**src/rtl/magnitude_peak_pkg.sv**
```systemverilog
// Shared definitions for the per-frame magnitude peak search and its comparator.
// Holds the two-state frame tracker encoding and the frame-length limit helper.
// No logic; imported by the peak search top level.
package magnitude_peak_pkg;

    typedef enum logic {
        ST_IDLE = 1'b0,
        ST_RUN  = 1'b1
    } state_t;

    // Longest frame accepted for a given index width.
    function automatic int unsigned max_frame_len(input int unsigned idx_size);
        return 32'd1 << idx_size;
    endfunction

endpackage

```
**src/rtl/magnitude_peak_cmp.sv**
```systemverilog
// Combinational a > b, signed or unsigned as selected by SIGNED_CMP.
// Latency: zero cycles (pure combinational).
// Backpressure: none; evaluates every cycle.
module magnitude_peak_cmp #(
    parameter int DATA_SIZE  = 33,
    parameter int SIGNED_CMP = 0
) (
    input  logic [DATA_SIZE-1:0] a,
    input  logic [DATA_SIZE-1:0] b,
    output logic                 gt
);

    generate
        if (SIGNED_CMP != 0) begin : g_signed
            assign gt = $signed(a) > $signed(b);
        end else begin : g_unsigned
            assign gt = a > b;
        end
    endgenerate

endmodule

```
**src/rtl/magnitude_peak.sv**
```systemverilog
// Per-frame peak search: largest sample, first index of it, and frame length.
// Latency: result/err strobes one cycle after the accepting edge.
// Backpressure: none; accepts one sample per cycle whenever data_en_i is high.
module magnitude_peak
    import magnitude_peak_pkg::*;
#(
    parameter int DATA_SIZE  = 33,
    parameter int IDX_SIZE   = 12,
    parameter int SIGNED_CMP = 0
) (
    input  logic                 data_clk_i,
    input  logic                 data_rst_i,
    input  logic [DATA_SIZE-1:0] data_i,
    input  logic                 data_en_i,
    input  logic                 data_sof_i,
    input  logic                 data_eof_i,
    output logic [DATA_SIZE-1:0] peak_o,
    output logic [IDX_SIZE-1:0]  peak_idx_o,
    output logic [IDX_SIZE:0]    frame_len_o,
    output logic                 peak_en_o,
    output logic                 err_o,
    output logic                 data_rst_o,
    output logic                 data_clk_o
);

    localparam int unsigned         MAX_LEN = max_frame_len(IDX_SIZE);
    localparam logic [IDX_SIZE:0]   MAX_CNT = MAX_LEN[IDX_SIZE:0];

    state_t                 state_q, state_d;
    logic [DATA_SIZE-1:0]   peak_q, peak_d;
    logic [IDX_SIZE-1:0]    idx_q, idx_d;
    logic [IDX_SIZE:0]      cnt_q, cnt_d;

    logic                   data_gt;
    logic                   res_vld;
    logic [DATA_SIZE-1:0]   res_peak;
    logic [IDX_SIZE-1:0]    res_idx;
    logic [IDX_SIZE:0]      res_len;
    logic                   err_d;

    assign data_rst_o = data_rst_i;
    assign data_clk_o = data_clk_i;

    magnitude_peak_cmp #(
        .DATA_SIZE  (DATA_SIZE),
        .SIGNED_CMP (SIGNED_CMP)
    ) u_cmp (
        .a  (data_i),
        .b  (peak_q),
        .gt (data_gt)
    );

    always_comb begin
        state_d  = state_q;
        peak_d   = peak_q;
        idx_d    = idx_q;
        cnt_d    = cnt_q;
        res_vld  = 1'b0;
        res_peak = peak_q;
        res_idx  = idx_q;
        res_len  = cnt_q;
        err_d    = 1'b0;

        if (data_en_i) begin
            if (data_sof_i) begin
                // A sof always restarts; an open frame is reported as aborted.
                err_d   = (state_q == ST_RUN);
                peak_d  = data_i;
                idx_d   = '0;
                cnt_d   = {{IDX_SIZE{1'b0}}, 1'b1};
                state_d = ST_RUN;
                if (data_eof_i) begin
                    res_vld  = 1'b1;
                    res_peak = data_i;
                    res_idx  = '0;
                    res_len  = {{IDX_SIZE{1'b0}}, 1'b1};
                    state_d  = ST_IDLE;
                end
            end else if (state_q == ST_RUN) begin
                // A frame already at full length cannot take another sample, eof or not.
                if (cnt_q == MAX_CNT) begin
                    err_d   = 1'b1;
                    state_d = ST_IDLE;
                end else begin
                    if (data_gt) begin
                        peak_d = data_i;
                        idx_d  = cnt_q[IDX_SIZE-1:0];
                    end
                    cnt_d = cnt_q + 1'b1;
                    if (data_eof_i) begin
                        res_vld  = 1'b1;
                        res_peak = peak_d;
                        res_idx  = idx_d;
                        res_len  = cnt_q + 1'b1;
                        state_d  = ST_IDLE;
                    end
                end
            end
        end
    end

    always_ff @(posedge data_clk_i or negedge data_rst_i) begin
        if (!data_rst_i) begin
            state_q <= ST_IDLE;
            peak_q  <= '0;
            idx_q   <= '0;
            cnt_q   <= '0;
        end else begin
            state_q <= state_d;
            peak_q  <= peak_d;
            idx_q   <= idx_d;
            cnt_q   <= cnt_d;
        end
    end

    always_ff @(posedge data_clk_i or negedge data_rst_i) begin
        if (!data_rst_i) begin
            peak_o      <= '0;
            peak_idx_o  <= '0;
            frame_len_o <= '0;
            peak_en_o   <= 1'b0;
            err_o       <= 1'b0;
        end else begin
            peak_en_o <= res_vld;
            err_o     <= err_d;
            if (res_vld) begin
                peak_o      <= res_peak;
                peak_idx_o  <= res_idx;
                frame_len_o <= res_len;
            end
        end
    end

endmodule

```
**config.mk**
```make
export PLATFORM = sky130hd
export DESIGN_NAME = magnitude_peak
export DESIGN_NICKNAME = d
export VERILOG_FILES = /design/src/rtl/magnitude_peak_pkg.sv /design/src/rtl/magnitude_peak_cmp.sv /design/src/rtl/magnitude_peak.sv
export SDC_FILE = /design/constraint.sdc
export NUM_CORES = 1
export LEC_CHECK = 0
export BUFFER_PORTS_ARGS = -buffer_cell sky130_fd_sc_hd__buf_2
export CAP_MARGIN = 30
export CORE_MARGIN = 1.5
export CORE_UTILIZATION = 49
export DETAILED_ROUTE_END_ITERATION = 10
export GPL_TIMING_DRIVEN = 0
export PLACE_DENSITY = 0.73
export SYNTH_ARGS = -nofsm -noshare
export SYNTH_HDL_FRONTEND = slang
export SYNTH_SLANG_ARGS = --single-unit
```
**constraint.sdc**
```tcl
create_clock -name data_clk_i -period 3 [get_ports data_clk_i]
set_input_delay 0.3 -clock data_clk_i [delete_from_list [all_inputs] [get_ports data_clk_i]]
set_output_delay 0.3 -clock data_clk_i [all_outputs]
set_load 0.05 [all_outputs]
```
==> metrics.md <==
| Metric | Value |
|---|---|
| Run status | `finished clean` |
| Share of total power in the clock network | `38.5%` |
| Most frequent cells in the layout | `119 x dfrtp_1, 101 x buf_2, 67 x nand2_1, 57 x mux2i_1, 55 x a21oi_1` |
| Syn_nets | `~700` |
| Pin count of the biggest net entering global routing | `92` |
| Avg Inst Size Synth | `between 10 and 15 um^2` |
| Final WL | `roughly 16,000 um` |
| Final Hold Vio Count | `0` |
| CTS tree | `done` |
| Vias per inst | `between 5 and 6` |
| Tcrit/Tclk final | `between 90% and 100%` |
| Final min period | `2820 ps` |
| Synth Register Bits | `119` |
| Arrival @ worst endpoint | `3240 ps` |
| Logic pwr share | `28.3%` |
| Synth async-reset ratio | `100%` |
| Cell count after placement | `between 800 and 900` |
| Tightest Pin Transition | `around 580 ps` |
| Clk pin slew, worst setup/hold paths | `~50 ps` |
| P&R area growth vs syn | `22.5%` |
| Finished Cell Area | `roughly 8000 um^2` |
| Hold Path Sink | `peak_q[0]` |
| Largest cells by area after synthesis | `dfrtp_1 46%, mux2i_1 8.7%, ha_1 6.9%` |
| Initial antenna violation count | `0` |
| Cell Rows | `between 40 and 50` |
| Core box area | `12,800 um^2` |
| Vias in the first global route | `~5.4k` |
| FMAX | `roughly 0.35 GHz` |
| First-pass GRT wire length | `26,700 um` |
| Critical path peak fanout | `10` |
| Placer Congestion | `0.890` |
| Min-delay worst type | `primary input to flip-flop` |
| Die W | `roughly 120 um` |
| Drc violations | `0` |
| Port-buffer cells | `just under 100` |
| Internal | `approximately 4.0 mW` |
| Netlist area before placement | `approximately 6500 um^2` |
| Non-Filler Instances | `935` |
| Clock Latency Late Sink | `about 550 ps` |
| Predominant post-synthesis flop cell | `dfrtp_1` |
| Final net count | `roughly 820` |
| Worst reg-to-reg setup slack | `between 150 and 200 ps` |
| Max-cap violations | `0` |
| DP Area | `slightly above 7000 um^2` |
| Slew Limit Fails | `0` |
| Hold Startpoint | `data_i[0]` |
| CP Cell Sequence | `inv_1, ha_1, nand4_1, nor4b_4, a221oi_1, o32ai_2, buf_4, nor2_2, o21ai_4, buf_12, buf_12, mux2_4` |
| Die ar. | `14,000 um^2` |
| Reg2reg end | `peak_q[27]` |
| Netlist cell types | `between 50 and 60` |
| Via Count | `5,203` |
| Remaining antenna violation count after routing | `0` |
| Sequential share of power | `33.2%` |
| Hold depth | `2` |
| Largest area contributor in the netlist | `dfrtp_1` |
| GRT Overall Usage | `24.3%` |
| Sw Pwr | `2.10 mW` |
| N_diodes | `0` |
| Critical Path Source Type | `flip-flop` |
| Most frequent CP cell | `buf_12` |
| Syn Inst Count | `between 600 and 700` |
| Clk_skew | `around 11 ps` |
| 1st-pass router iterations | `5` |
| Layout cells sized above 1 | `26.5%` |
| Place WS | `between 50 and 60 ps` |
| Top-area cell type share of the netlist area | `45.6%` |
| Slowest-stage cell, CP | `dfrtp_1` |
| Initial Util | `around 50%` |
| Leakage power | `roughly 3.9 nW` |
| Power Dens Cells | `approximately 760 nW/um^2` |
| GRT overflow | `0` |
| WL per Instance | `about 17 um` |
| Yosys warning total | `0` |
| R2r startpoint | `peak_q[23]` |
| Sequential area share after synthesis | `a little under half` |
| Max VDD drop | `between 0.4 and 0.5 mV` |
| Setup violations, final | `0` |
| WP data required | `~3400 ps` |
| Sw frac | `34.4%` |
| R2R depth | `12` |
| CP Class | `flip-flop to flip-flop` |
| Critical path capture point type | `flip-flop` |
| Post-synth EDFFs | `0` |
| Post-DP HPWL | `about 11,000 um` |
| Pwr Total | `between 6 and 7 mW` |
| Iteration-0 DRC Markers | `roughly 370` |
| Die H | `between 100 and 150 um` |
| Slew margin rel. | `around three fifths` |
| Fin worst setup slack | `between 150 and 200 ps` |
| Top Ports | `100` |
| CP max stage delay | `between 300 and 400 ps` |
| Most common cell after layout, fill and taps aside | `dfrtp_1` |
==> metrics by stage <==
stage               TNS [ps]  utilization, %  hold WS (ps)
CTS                        0            62.0          3.93
floorplan                  0               -          4.41
global route           -2.15            62.4          16.2
detailed placement         0            56.6           196
finish                     0            62.4          15.4
global placement        -200            56.4           465
==> cells in the mapped netlist, types with 2 or more instances <==
cell,number
nor3_1,6
inv_1,48
and4_1,3
a221oi_1,4
mux2i_1,57
a31oi_1,6
buf_1,2
xnor2_1,10
mux2_4,30
o31ai_1,4
nand4_1,10
o21ai_0,27
buf_12,3
nand2_1,67
nor2_2,2
and3_1,4
dfrtp_1,119
nor4_1,4
nor2b_1,2
ha_1,36
a211oi_1,3
o22ai_1,5
nor2_1,43
buf_2,5
nand3_1,8
buf_6,4
mux2_2,3
a21o_1,4
o21ai_1,10
nor4b_4,3
a21oi_1,55
clkbuf_1,14
buf_4,4
==> metal layers <==
metal  vias up  share of wire [%]  GRT usage [%]
li1       2430                  -              -
met1      2604                 43           29.6
met2       141                 51           40.5
met3        28                4.1           5.50
met4         0                2.3           11.9
met5         -                  0              0
==> sequential cells by signal (all words and copies together) (netlist names) <==
signal,cells
peak_o,33
frame_len_o,13
peak_en_o,1
cnt_q,13
idx_q,12
peak_q,33
err_o,1
state_q,1
peak_idx_o,12
==> power groups by stage <==
stage	logic (mW)	clock network, mW	registers [mW]
global route	1.87	2.46	2.06
floorplan	0.798	0.0719	2.51
finish	1.73	2.35	2.03
detailed placement	1.71	0.0815	2.05
CTS	1.72	2.38	2.03
global placement	1.67	0.0815	2.03
==> area by class of cell <==
cell class / instances / area, um^2
well taps: 172 / 215
clock buffers: 26 / 554
plain buffers: 32 / 221
multi-input cells: 423 / 3140
clock inverters: 10 / 125
fillers: 1051 / 4830
repair buffers: 103 / 574
flip-flops and latches: 119 / 2980
inverters: 50 / 188
==> how the worst max path moves through the flow <==
stage	from	endpoint
2_1_floorplan	peak_q[23]	peak_q[0]
3_3_place_gp	data_rst_i	data_rst_o
3_5_place_dp	data_i[23]	peak_q[27]
4_1_cts	peak_q[23]	peak_q[27]
5_1_grt	peak_q[23]	peak_o[11]
6_report	peak_q[23]	peak_q[27]
==> critical path, delay by kind of cell, from the launching register on <==
| kind | cells | cell delay [ps] |
|---|---|---|
| buf+inv | 4 | 520 |
| mux | 1 | 310 |
| flops | 1 | 360 |
| fa+ha+maj | 1 | 330 |
| simple gates | 3 | 590 |
| compound gates | 3 | 570 |
==> cells by family (layout without fill, tap and decap cells) <==
| kind of cell | Yosys count | count (layout) | share of synthesized area (%) |
|---|---|---|---|
| flops | 119 | 119 | 45.6 |
| buf+inv | 82 | 221 | 6.25 |
| xor+xnor | 10 | 10 | 1.34 |
| mux | 90 | 90 | 16.2 |
| simple gates | 159 | 159 | 12.0 |
| compound gates | 128 | 128 | 11.7 |
| fa+ha+maj | 36 | 36 | 6.90 |
==> what timing repair did <==
| item | 4_1_cts | 5_1_grt |
|---|---|---|
| hold buffers | 1 | 0 |
| gates resized for setup | 0 | 1 |
| hold endpoints to repair | 29 | 0 |
| setup endpoints to repair | 0 | 51 |
| buffers inserted | 0 | 5 |
(Power assumes the default switching activity.)
